--- src/rtl/pe_pkg.sv ---
// ============================================================================
// pe_pkg : shared opcode fields, func codes and FSM state type for the PE path
// Rev 1.0
// ============================================================================
`default_nettype none

package pe_pkg;

  localparam logic [6:0] OPC_ARITH = 7'b0000001;
  localparam logic [6:0] OPC_FPU   = 7'b0000010;
  localparam logic [6:0] OPC_COMP  = 7'b0010000;

  localparam int FUNC_W = 5;
  localparam logic [FUNC_W-1:0] FN_ADD = 5'd1;
  localparam logic [FUNC_W-1:0] FN_SUB = 5'd2;
  localparam logic [FUNC_W-1:0] FN_MUL = 5'd3;

  localparam int OPC_MSB  = 31;
  localparam int OPC_LSB  = 25;
  localparam int FUNC_MSB = 24;
  localparam int FUNC_LSB = 20;

  typedef enum logic [1:0] {
    ST_IDLE  = 2'd0,
    ST_ISSUE = 2'd1,
    ST_WAIT  = 2'd2,
    ST_RESP  = 2'd3
  } state_t;

  function automatic logic func_legal(input logic [FUNC_W-1:0] f);
    return (f == FN_ADD) || (f == FN_SUB) || (f == FN_MUL);
  endfunction

  function automatic logic [31:0] encode_opcode(input logic [FUNC_W-1:0] f);
    logic [31:0] w;
    w = '0;
    w[OPC_MSB:OPC_LSB]   = OPC_ARITH;
    w[FUNC_MSB:FUNC_LSB] = f;
    return w;
  endfunction

endpackage

`default_nettype wire

--- src/rtl/pe_cmd_fifo.sv ---
// ============================================================================
// pe_cmd_fifo : synchronous FIFO with fall-through head and full/empty flags
// Rev 1.0
// ============================================================================
`default_nettype none

module pe_cmd_fifo #(
  parameter int WIDTH = 8,
  parameter int DEPTH = 4
) (
  input  logic             clk,
  input  logic             rst,
  input  logic             push,
  input  logic [WIDTH-1:0] din,
  input  logic             pop,
  output logic [WIDTH-1:0] dout,
  output logic             full,
  output logic             empty
);

  localparam int AW = $clog2(DEPTH);

  logic [WIDTH-1:0] mem [DEPTH];
  logic [AW:0]      wr_ptr;
  logic [AW:0]      rd_ptr;

  // Pointers carry one extra wrap bit to tell full from empty.
  always_ff @(posedge clk or posedge rst) begin
    if (rst) begin
      wr_ptr <= '0;
      rd_ptr <= '0;
    end else begin
      if (push && !full)
        wr_ptr <= wr_ptr + 1'b1;
      if (pop && !empty)
        rd_ptr <= rd_ptr + 1'b1;
    end
  end

  always_ff @(posedge clk) begin
    if (push && !full)
      mem[wr_ptr[AW-1:0]] <= din;
  end

  assign dout  = mem[rd_ptr[AW-1:0]];
  assign empty = (wr_ptr == rd_ptr);
  assign full  = (wr_ptr[AW] != rd_ptr[AW]) && (wr_ptr[AW-1:0] == rd_ptr[AW-1:0]);

endmodule

`default_nettype wire

--- src/rtl/pe_cmd_issuer.sv ---
// ============================================================================
// pe_cmd_issuer : buffers arithmetic commands, issues them to one PE and
//                 returns tagged results in order
// Rev 1.0
// ============================================================================
`default_nettype none

module pe_cmd_issuer
  import pe_pkg::*;
#(
  parameter int DATA_W = 32,
  parameter int DEPTH  = 4,
  parameter int TAG_W  = 4,
  parameter int PE_LAT = 1
) (
  input  logic              clk,
  input  logic              rst,
  input  logic              cmd_valid,
  output logic              cmd_ready,
  input  logic [4:0]        cmd_func,
  input  logic [DATA_W-1:0] cmd_a,
  input  logic [DATA_W-1:0] cmd_b,
  input  logic [TAG_W-1:0]  cmd_tag,
  output logic [31:0]       pe_opcode,
  output logic [DATA_W-1:0] pe_op1,
  output logic [DATA_W-1:0] pe_op2,
  input  logic [DATA_W-1:0] pe_result,
  output logic              rsp_valid,
  input  logic              rsp_ready,
  output logic [DATA_W-1:0] rsp_data,
  output logic [TAG_W-1:0]  rsp_tag,
  output logic              rsp_err,
  output logic              busy
);

  localparam int ENT_W = FUNC_W + 2*DATA_W + TAG_W;
  localparam int CNT_W = (PE_LAT > 1) ? $clog2(PE_LAT) : 1;

  state_t             state;
  state_t             next_state;
  logic               push;
  logic               pop;
  logic               full;
  logic               empty;
  logic [ENT_W-1:0]   head;
  logic [FUNC_W-1:0]  head_func;
  logic [DATA_W-1:0]  head_a;
  logic [DATA_W-1:0]  head_b;
  logic [TAG_W-1:0]   head_tag;
  logic [CNT_W-1:0]   cnt;

  assign cmd_ready = !full;
  assign push      = cmd_valid && !full;
  assign {head_func, head_a, head_b, head_tag} = head;

  pe_cmd_fifo #(
    .WIDTH (ENT_W),
    .DEPTH (DEPTH)
  ) u_fifo (
    .clk   (clk),
    .rst   (rst),
    .push  (push),
    .din   ({cmd_func, cmd_a, cmd_b, cmd_tag}),
    .pop   (pop),
    .dout  (head),
    .full  (full),
    .empty (empty)
  );

  always_ff @(posedge clk or posedge rst) begin
    if (rst)
      state <= ST_IDLE;
    else
      state <= next_state;
  end

  // IDLE and a completed RESP handshake share the same dispatch decision.
  always_comb begin
    next_state = state;
    pop        = 1'b0;
    case (state)
      ST_IDLE: begin
        if (!empty) begin
          pop        = 1'b1;
          next_state = func_legal(head_func) ? ST_ISSUE : ST_RESP;
        end
      end
      ST_ISSUE: next_state = ST_WAIT;
      ST_WAIT: begin
        if (cnt == '0)
          next_state = ST_RESP;
      end
      ST_RESP: begin
        if (rsp_ready) begin
          if (!empty) begin
            pop        = 1'b1;
            next_state = func_legal(head_func) ? ST_ISSUE : ST_RESP;
          end else begin
            next_state = ST_IDLE;
          end
        end
      end
      default: next_state = ST_IDLE;
    endcase
  end

  always_ff @(posedge clk or posedge rst) begin
    if (rst) begin
      pe_opcode <= '0;
      pe_op1    <= '0;
      pe_op2    <= '0;
      rsp_data  <= '0;
      rsp_tag   <= '0;
      rsp_err   <= 1'b0;
      cnt       <= '0;
    end else begin
      if (pop) begin
        rsp_tag <= head_tag;
        if (func_legal(head_func)) begin
          pe_opcode <= encode_opcode(head_func);
          pe_op1    <= head_a;
          pe_op2    <= head_b;
        end else begin
          rsp_data <= '0;
          rsp_err  <= 1'b1;
        end
      end
      if (state == ST_ISSUE) begin
        pe_opcode <= '0;
        cnt       <= CNT_W'(PE_LAT - 1);
      end
      if (state == ST_WAIT) begin
        if (cnt == '0) begin
          rsp_data <= pe_result;
          rsp_err  <= 1'b0;
        end else begin
          cnt <= cnt - 1'b1;
        end
      end
    end
  end

  always_comb begin
    rsp_valid = (state == ST_RESP);
    busy      = (state != ST_IDLE) || !empty;
  end

endmodule

`default_nettype wire

--- config.mk ---
export PLATFORM = sky130hd
export DESIGN_NAME = pe_cmd_issuer
export DESIGN_NICKNAME = d
export VERILOG_FILES = /design/src/rtl/pe_pkg.sv /design/src/rtl/pe_cmd_fifo.sv /design/src/rtl/pe_cmd_issuer.sv
export SDC_FILE = /design/constraint.sdc
export NUM_CORES = 1
export LEC_CHECK = 0
export BUFFER_PORTS_ARGS = -buffer_cell sky130_fd_sc_hd__buf_2
export CORE_ASPECT_RATIO = 1.5
export CORE_MARGIN = 3
export CORE_UTILIZATION = 45
export DETAILED_ROUTE_END_ITERATION = 16
export HOLD_SLACK_MARGIN = 0.1
export PLACE_DENSITY_LB_ADDON = 0.12
export SYNTH_ARGS = -nofsm -noshare
export SYNTH_HDL_FRONTEND = slang
export SYNTH_SLANG_ARGS = --single-unit
export TNS_END_PERCENT = 20
--- constraint.sdc ---
create_clock -name clk -period 9.4 [get_ports clk]
set_clock_uncertainty 0.15 [all_clocks]
set_input_delay 0.94 -clock clk [delete_from_list [all_inputs] [get_ports clk]]
set_output_delay 0.94 -clock clk [all_outputs]
set_load 0.01 [all_outputs]
==> results.py, run 1 <==
metrics = {
    "outcome": {
        "status": "finished, final reports clean",
    },
    "clocking": {
        "htreeDepth": 2,
        "clkTransAtPathRegs_ns": 0.07,
        "post-cts-setup-buffers": 0,
        "cts_resized": 0,
        "cts_sinks": 408,
        "clock_latency_ns": 0.53,
        "cts_buffers": 39,
        "cts_hold_repair.buffers": 0,
        "cts_root_buf": "clkbuf_16",
        "clockBufferDepth": 3,
        "cts_tree": "built",
    },
    "floorplan": {
        "io_pins": 245,
        "dieArea_sq_um": 36390,
        "die_h_microns": 232.1,
        "core.rowCount": 82,
        "initial_core_util_pct": 45.73,
        "fp.dieW_microns": 156.8,
        "core_sq_um": 33550,
    },
    "critical_path": {
        "critPathMaxFanout": 54,
        "crit_path_cell_trace": "xnor2_1 > a311oi_2 > nor4b_4 > buf_4 > mux2_2",
        "cp_slowest_cell": "nor4b_4",
        "cpLargestDelayFamily": "simple AND/OR/NAND/NOR gates",
        "cp.arrival_ns": 4.75,
        "cp.buffers_inverters": 1,
        "critical_path_required_ns": 9.65,
        "crit_path_end_kind": "flop",
        "startpoint_type": "flop",
        "critPathKind": "reg -> reg",
        "critPathMaxStageDelay_ns": 0.90,
    },
    "sta": {
        "finalCritPeriodShare_pct": 47.77,
        "grt_setup_unrepaired": "no",
        "setup_tns_ns": 0,
        "whs_ns": 0.3073,
        "finalCriticalPeriod_ns": 4.491,
        "slew_headroom_pct": 29.48,
        "setup_viol": 0,
        "drv_slew": 0,
        "worstMarginPinSlew_ns": 1.058,
        "hold_viol": 0,
        "clock.fmax_ghz": 0.2227,
    },
    "layout": {
        "layout_common_cells": "292 x edfxtp_1, 218 x buf_2, 114 x dfrtp_1, 70 x mux4_2, 67 x nand2_1",
        "nFillCells": 2698,
        "finalNetCount": 1128,
        "layout.cells.most_common": "edfxtp_1",
        "syn_to_final_growth_pct": 17.85,
        "final_layout_size_suffix_gt1_share_pct": 40.89,
    },
    "routing": {
        "antenna_left": 0,
        "drc": 0,
        "wirelength_microns": 29600,
        "vias": 7545,
        "dr.pass1.iters": 4,
        "drt_iter0_drc": 360,
        "wl_per_cell_microns": 20.29,
        "routed_via_density": 5.171,
    },
    "placed_design": {
        "dpl.hpwl_microns": 17470,
        "gp_congestion": 0.7536,
        "io_buffers": 218,
    },
    "grt": {
        "track_usage_pct": 16.46,
        "grt_max_degree": 70,
        "grt_pass1_wl_microns": 45710,
        "grt_overflow": 0,
        "grt_pass1_vias": 8016,
        "grt_antenna_before_repair": 3,
    },
    "yosys": {
        "ys_warn_count": 0,
        "yosysUniqueCellTypes": 43,
        "async_reset_ff_share_pct": 28.43,
        "avgSynthCellArea_sq_um": 19.74,
        "mappedNetlistArea_sq_um": 15340,
        "seq_area_frac_synth_pct": 76.08,
        "ys_ff_latch": 408,
        "synth_edf_count": 292,
        "syn-instance-count": 777,
        "synth_flop_cell": "edfxtp_1",
    },
    "power_and_ir_drop": {
        "leakagePower_nw": 6.891,
        "ir_drop_mv": 0.2568,
        "powerDensity_nw_per_um2": 327.6,
    },
    "hold_path": {
        "min_path_type": "in -> async",
    },
    "run": {
        "cap_violations": 0,
    },
}
[cell type report]
cell class                      instances  area (sq um)  area share, %
Inverter                                8         35.03         0.1938
Clock inverter                         14         162.7         0.8997
Tap cell                              420         525.5          2.907
Timing Repair Buffer                  228          1166          6.450
Sequential cell                       408         11680          64.60
Multi-Input combinational cell        324          3390          18.75
Antenna cell                            2         5.005        0.02768
Clock buffer                           55          1116          6.173
[kinds of logic (layout without fill, tap and decap cells)]
kind of cell | count (synthesis) | in the layout | share of synthesized area [%]
and+or+nand+nor | 92 | 92 | 2.871
buffers and inverters | 70 | 305 | 2.561
adders and majority gates | 10 | 10 | 0.8156
xor gates and xnor gates | 8 | 8 | 0.4568
muxes | 139 | 139 | 15.34
AOI/OAI and AO/OA | 49 | 49 | 1.852
DFF | 408 | 408 | 76.08
other | 1 | 28 | 0.02444
[where the power goes]
part	internal, mW	switching, mW	leakage (nW)
Sequential	2.49	0.261	4.11
Clock	0.913	0.643	0.619
Combinational	0.764	0.854	2.16
Total	4.16	1.76	6.89
[metal layers]
layer  vias up  GRT usage [%]  wire [microns]
li1       3420              -               -
met1      3865          20.72           11910
met2       213          28.32           15330
met3        45          4.065            1704
met4         2          4.681             648
met5         -              0              11
[path summary, 6_finish.rpt]
| path | start | endpoint | slack [ns] | depth (start not counted) |
|---|---|---|---|---|
| max | u_fifo.rd_ptr[0] | pe_op1[20] | 4.91 | 5 |
| min | rst | pe_op1[27] | 0.31 | 2 |
| min reg2reg | pe_op2[2] | pe_op2[2] | 0.33 | 1 |
| min in group clk | pe_op2[2] | pe_op2[2] | 0.33 | 1 |
| max reg2reg | u_fifo.rd_ptr[0] | pe_op1[20] | 4.91 | 5 |
| max in group asynchronous | rst | u_fifo.rd_ptr[0] | 7.33 | 3 |
[synthesized netlist by cell type, types with 2 or more instances]
cell type | instances | area (sq um)
mux2_1 | 16 | 180.2
buf_2 | 8 | 40.04
xor2_1 | 3 | 26.28
ha_1 | 10 | 125.1
dfrtp_1 | 116 | 2903
inv_1 | 8 | 30.03
o21ai_0 | 33 | 165.2
nor2b_1 | 2 | 12.51
mux4_2 | 70 | 1577
mux2_2 | 53 | 596.8
a41oi_1 | 2 | 17.52
o21a_1 | 2 | 15.01
and2_1 | 4 | 25.02
a31oi_1 | 3 | 18.77
nor4b_1 | 2 | 17.52
buf_6 | 2 | 22.52
buf_1 | 2 | 7.510
a21oi_1 | 2 | 10.01
clkbuf_1 | 22 | 82.58
edfxtp_1 | 292 | 8768
nand2_1 | 67 | 251.5
nor3b_1 | 5 | 37.54
xnor2_1 | 5 | 43.79
buf_4 | 28 | 210.2
nor4_1 | 2 | 12.51
[flip-flops by register name, indices dropped and copies added, names as in the netlist, 2 cells and up]
| name | flops |
|---|---|
| u_fifo.mem | 292 |
| pe_op1 | 32 |
| pe_op2 | 32 |
| rsp_data | 32 |
| pe_opcode | 6 |
| rsp_tag | 4 |
| u_fifo.rd_ptr | 3 |
| u_fifo.wr_ptr | 3 |
| state | 2 |
[through the flow]
stage,power [mW],std cells,util [%],cell area (sq um),setup WS [ns]
5_1_grt,6.284,1457,53.87,18070,4.501
3_3_place_gp,4.441,1388,50.06,16790,4.825
2_1_floorplan,3.867,802,-,15430,5.238
4_1_cts,6.038,1457,53.87,18070,4.751
3_5_place_dp,4.465,1388,50.06,16790,4.762
6_report,5.922,1459,53.89,18080,4.909
[worst register-to-register path: cells and delay by family, from the launching register on]
family | cells | cell delay [ns]
AO/OA/AOI/OAI | 1 | 0.84
XOR/XNOR | 1 | 0.30
buffers and inverters | 1 | 0.76
flip-flops | 1 | 0.87
multiplexers | 1 | 0.54
AND/OR/NAND/NOR | 1 | 0.90
No activity file was read; power rests on OpenSTA's default activity.
==> run 2: changes to the inputs <==
ABC_AREA = 1   (was not set)
clock period = 4.2 ns   (was 9.4 ns; I/O delays follow)
==> run 2 against run 1 <==
  * Clock power increased by 110%
  * Global-route usage increased by 3.0 points
  * Highest routed layer is now met4
  * Non-clock buffer count increased by 117
  * Critical endpoint is now u_fifo.rd_ptr[2]
  * Via count increased by 44%
  * Register-to-register slack got worse by 3.9 ns
  * Count of clock-buffer cells in the layout increased by 5
  * Sequential share of layout area decreased by 5.3 points
==> results.py, run 2 <==
metrics = {
    "routing": {
        "wirelength_microns": 37360,
        "dr.pass1.iters": 5,
        "routed_via_density": 5.025,
        "wl_per_cell_microns": 17.33,
        "drt_iter0_drc": 854,
        "antenna_left": 0,
        "drc": 0,
        "vias": 10830,
    },
    "floorplan": {
        "core_sq_um": 34580,
        "core.rowCount": 83,
        "fp.dieW_microns": 159.9,
        "io_pins": 245,
        "dieArea_sq_um": 37850,
        "die_h_microns": 236.8,
        "initial_core_util_pct": 46.20,
    },
    "clocking": {
        "cts_buffers": 39,
        "cts_root_buf": "clkbuf_16",
        "htreeDepth": 2,
        "cts_resized": 0,
        "cts_sinks": 408,
        "cts_hold_repair.buffers": 106,
        "clock_latency_ns": 0.53,
        "post-cts-setup-buffers": 0,
        "clkTransAtPathRegs_ns": 0.06,
        "clockBufferDepth": 3,
        "cts_tree": "built",
    },
    "placed_design": {
        "io_buffers": 218,
        "dpl.hpwl_microns": 20990,
        "dp_slack_ns": 0.9899,
        "postPlaceCellArea_sq_um": 17460,
        "gp_congestion": 0.7802,
        "dp_cells": 1980,
    },
    "sta": {
        "clock.fmax_ghz": 0.3094,
        "worstMarginPinSlew_ns": 1.001,
        "whs_ns": 0.1979,
        "finalCriticalPeriod_ns": 3.232,
        "fin_ws_ns": 0.9684,
        "drv_slew": 0,
        "slew_headroom_pct": 33.29,
        "grt_setup_unrepaired": "no",
        "setup_tns_ns": 0,
        "finalCritPeriodShare_pct": 76.94,
        "hold_viol": 0,
        "setup_viol": 0,
    },
    "layout": {
        "finalNetCount": 1779,
        "fin_area_sq_um": 19700,
        "layout_common_cells": "292 x edfxtp_1, 272 x nand2_1, 218 x buf_2, 187 x nor2_1, 133 x o21ai_0",
        "syn_to_final_growth_pct": 23.32,
        "layout.cells.most_common": "edfxtp_1",
        "final_layout_size_suffix_gt1_share_pct": 18.29,
        "largest_reg_flops": 292,
        "nFillCells": 2946,
        "num_antenna_cells": 0,
        "fin_cells": 2156,
        "final_util_pct": 56.98,
    },
    "grt": {
        "grt_pass1_vias": 10720,
        "grt_pass1_wl_microns": 58670,
        "track_usage_pct": 19.46,
        "grt_antenna_before_repair": 0,
        "grt_overflow": 0,
        "grt_max_degree": 94,
    },
    "yosys": {
        "avgSynthCellArea_sq_um": 11.79,
        "async_reset_ff_share_pct": 28.43,
        "yosys.area_share.simple_pct": 13.75,
        "netlist.top_cell.by_area": "edfxtp_1",
        "synth.area.mux_share_pct": 0,
        "synth_compound_area_share_pct": 7.314,
        "yosysMostFrequentCell": "edfxtp_1",
        "synth_top_cells_by_area": "edfxtp_1 55%, dfrtp_1 18%, nand2_1 6.4%",
        "synth_xor_xnor_area_share_pct": 0.2193,
        "synthTopCellsByCount": "292 x edfxtp_1, 272 x nand2_1, 192 x nor2_1",
        "synth_flop_cell": "edfxtp_1",
        "yosysUniqueCellTypes": 26,
        "mappedNetlistArea_sq_um": 15980,
        "synth_top_family_by_area": "simple AND/OR/NAND/NOR gates",
        "ys_warn_count": 0,
        "synthAdderAreaFrac_pct": 0.7831,
        "syn-instance-count": 1355,
        "seq_area_frac_synth_pct": 73.05,
        "ys_ff_latch": 408,
        "yosysTopAreaCellShare_pct": 54.88,
        "synth_edf_count": 292,
    },
    "critical_path": {
        "cp.arrival_ns": 3.50,
        "critical_path_required_ns": 4.46,
        "startpoint_type": "flop",
        "crit_path_end_kind": "flop",
        "critPathMaxFanout": 77,
        "critPathKind": "reg -> reg",
    },
    "power_and_ir_drop": {
        "ir_drop_mv": 0.3773,
        "powerDensity_nw_per_um2": 687.2,
        "total_power_mw": 13.54,
        "leakagePower_nw": 8.223,
    },
    "outcome": {
        "status": "finished, final reports clean",
    },
    "hold_path": {
        "min_path_type": "in -> reg",
    },
    "run": {
        "cap_violations": 0,
    },
}
run 2: cell count changes after synthesis, sizes merged, moves of 18 or more:
cell / before / now
nand2: 67 / 274
o22ai: 1 / 64
buf: 40 / 58
o21ai: 33 / 140
mux4: 70 / 0
inv: 8 / 59
nor2: 2 / 194
mux2: 69 / 0
clkbuf: 22 / 48
nand3: 1 / 79
run 2: critical path, stage by stage (launching register included):
cell and delay, ns:
dfrtp_4 0.83, inv_4 0.40, nand2_1 0.16, nand2_1 0.09
nand3_1 0.12, nand2_1 0.10, clkinv_2 0.10, buf_4 0.79
nand2_1 0.14, xor2_1 0.19
run 2: cells by family after synthesis:
| logic type | Yosys count |
|---|---|
| buffers and inverters | 165 |
| flip-flops | 408 |
| XOR/XNOR | 4 |
| AND/OR/NAND/NOR | 551 |
| AO/OA/AOI/OAI | 216 |
| adder cells (fa/ha/maj) | 10 |
| other | 1 |
run 2: worst paths after layout:
kind | startpoint | endpoint | slack [ns] | depth (start not counted)
worst max register to register | u_fifo.rd_ptr[0] | u_fifo.rd_ptr[2] | 0.97 | 9
worst max-delay path | u_fifo.rd_ptr[0] | u_fifo.rd_ptr[2] | 0.97 | 9
worst min-delay path | rsp_ready | state[1] | 0.20 | 5
min in group asynchronous | rst | pe_op1[21] | 0.48 | 3
worst min register to register | pe_op2[3] | pe_op2[3] | 0.32 | 2
max in group asynchronous | rst | pe_op2[25] | 2.52 | 4
run 2: report_power, final:
group,switching [mW],internal [mW]
clock,1.42,1.88
combinational,2.99,1.36
sequential,0.472,5.43
total,4.87,8.67
run 2: metal layers:
layer / GRT usage (%) / part of all wire (%) / wire (microns) / up-vias
met3: 3.710 / 5.4 / 2012 / 59
met2: 34.79 / 51 / 19120 / 310
met5: 0 / 0 / 0 / -
met1: 24.08 / 41 / 15330 / 5253
li1: - / - / - / 5211
met4: 5.711 / 2.4 / 891 / 0
run 2: cell type report:
cell class	count	area, sq um	area share (%)
Timing Repair Buffer	345	2360	11.98
Multi-Input combinational cell	807	3669	18.62
Sequential cell	408	11680	59.26
Tap cell	467	584.3	2.965
Inverter	59	230.2	1.168
Clock buffer	60	1105	5.607
Clock inverter	10	80.08	0.4064
==> run 3: changes to the inputs <==
clock period = 2.8 ns   (was 4.2 ns; I/O delays follow)
==> run 3 against run 2 <==
  * Clock power increased by 51%
  * Register-to-register slack worse by 0.53 ns
  * Count of clock-buffer cells in the layout down 12
  * Combinational power up 58%
  * First-iteration DRC count decreased by 32%
==> results.py, run 3 (synthesized netlist as in run 2, its figures left out) <==
metrics = {
    "layout": {
        "largest_reg_flops": 292,
        "layout_common_cells": "292 x edfxtp_1, 272 x nand2_1, 218 x buf_2, 187 x nor2_1, 133 x o21ai_0",
        "num_antenna_cells": 0,
        "final_layout_size_suffix_gt1_share_pct": 19.18,
        "layout.cells.most_common": "edfxtp_1",
        "finalNetCount": 1795,
        "syn_to_final_growth_pct": 24.86,
    },
    "clocking": {
        "cts_tree": "built",
        "clockBufferDepth": 3,
        "cts_buffers": 38,
        "cts_resized": 0,
        "htreeDepth": 2,
        "clkTransAtPathRegs_ns": 0.06,
        "cts_sinks": 408,
        "post-cts-setup-buffers": 0,
        "clock_latency_ns": 0.53,
        "cts_root_buf": "clkbuf_16",
    },
    "floorplan": {
        "fp.dieW_microns": 159.9,
        "dieArea_sq_um": 37850,
        "die_h_microns": 236.8,
        "io_pins": 245,
        "core.rowCount": 83,
        "initial_core_util_pct": 46.20,
        "core_sq_um": 34580,
    },
    "critical_path": {
        "critical_path_required_ns": 3.06,
        "r2r-start": "u_fifo.rd_ptr[0]",
        "crit_path_cell_trace": "buf_4 > nand2_1 > nand3_1 > nand2_1 > nand2_1 > nor2_2 > nand3_4 > buf_12 > nand2_1 > nand2_1",
        "crit_top_cell": "nand2_1",
        "cp.arrival_ns": 2.63,
        "critPathMaxStageDelay_ns": 0.58,
        "critPathKind": "reg -> reg",
        "cp_slowest_cell": "dfrtp_4",
        "critPathMaxFanout": 26,
        "startpoint_type": "flop",
        "crit_path_end_kind": "flop",
        "critPathLaunch": "u_fifo.rd_ptr[0]",
    },
    "grt": {
        "track_usage_pct": 19.58,
        "grt_pass1_wl_microns": 58970,
        "grt_antenna_before_repair": 0,
        "grt_max_degree": 91,
        "grt_overflow": 0,
        "grt_pass1_vias": 10810,
    },
    "sta": {
        "fin_ws_ns": 0.4345,
        "clock.fmax_ghz": 0.4227,
        "finalCritPeriodShare_pct": 84.48,
        "hold_viol": 0,
        "slew_headroom_pct": 50.10,
        "setup_tns_ns": 0,
        "setup_viol": 0,
        "finalCriticalPeriod_ns": 2.366,
        "drv_slew": 0,
        "worstMarginPinSlew_ns": 0.7485,
        "grt_setup_unrepaired": "no",
    },
    "routing": {
        "wirelength_microns": 37700,
        "routed_via_density": 4.963,
        "dr.pass1.iters": 5,
        "drt_iter0_drc": 577,
        "vias": 10780,
        "wl_per_cell_microns": 17.36,
        "drc": 0,
        "antenna_left": 0,
    },
    "placed_design": {
        "gp_congestion": 0.7388,
        "dp_slack_ns": 0.4086,
        "dpl.hpwl_microns": 22390,
        "io_buffers": 218,
    },
    "power_and_ir_drop": {
        "ir_drop_mv": 0.6299,
        "total_power_mw": 20.55,
        "leakagePower_nw": 8.342,
        "powerDensity_nw_per_um2": 1030,
    },
    "outcome": {
        "status": "finished, final reports clean",
    },
    "hold_path": {
        "min-delay-start": "cmd_valid",
        "min_path_type": "in -> reg",
    },
    "run": {
        "cap_violations": 0,
    },
}
==> run 3: cell types whose count changed in the layout (fill, tap and decap cells not counted), sizes merged <==
cell	previous run	this run
bufinv	1	2
clkinv	8	17
clkinvlp	1	3
clkbuf	60	48
inv	59	58
dlygate4sd3	106	107
buf	239	255
==> run 3: path summary, 6_finish.rpt <==
path,cells past startpoint,endpoint,slack [ns]
max reg2reg,10,pe_op1[2],0.43
max,10,pe_op1[2],0.43
max in group asynchronous,4,u_fifo.rd_ptr[0],1.71
min reg2reg,2,pe_op2[18],0.32
min in group asynchronous,4,rsp_data[10],0.28
min,5,u_fifo.wr_ptr[1],0.15
==> run 3: stage by stage <==
| stage | utilization, % | cell area, sq um | instances | hold WS [ns] |
|---|---|---|---|---|
| 6_report | 57.69 | 19950 | 2172 | 0.1495 |
| 5_1_grt | 57.69 | 19950 | 2172 | 0.1485 |
| 4_1_cts | 57.69 | 19950 | 2172 | 0.1180 |
| 3_5_place_dp | 51.12 | 17680 | 1996 | 0.2808 |
| 3_3_place_gp | 51.12 | 17680 | 1996 | 0.2763 |
| 2_1_floorplan | - | 16090 | 1380 | 0.2289 |
==> run 3: layer usage <==
layer / track usage [%] / share of wire, %
met5: 0 / 0
met4: 5.842 / 2.0
met3: 3.080 / 4.3
met1: 23.86 / 41
met2: 35.85 / 52
==> run 3: power by group <==
part,internal [mW],switching [mW],total [mW]
combinational,2.24,4.61,6.85
sequential,8.15,0.592,8.74
clock,2.84,2.12,4.96
==> run 3: final cells by class <==
class | count | area, sq um
clock buffer | 48 | 1050
clock inverter | 21 | 152.6
fill | 2893 | 14630
inverter | 59 | 229.0
multi-input combinational | 807 | 3669
sequential | 408 | 11680
tap | 467 | 584.3
timing repair buffer | 362 | 2590
==> run 3: worst max-delay path, delay by kind of cell, from the launching register on <==
family | cells | cell delay [ns]
buf+inv | 2 | 0.55
flops | 1 | 0.58
simple gates | 8 | 0.95
==> run 3: repair_timing <==
item | in CTS | in global routing
hold buffers | 107 | 0
hold endpoints to repair | 442 | 0
setup endpoints to repair | 0 | 0
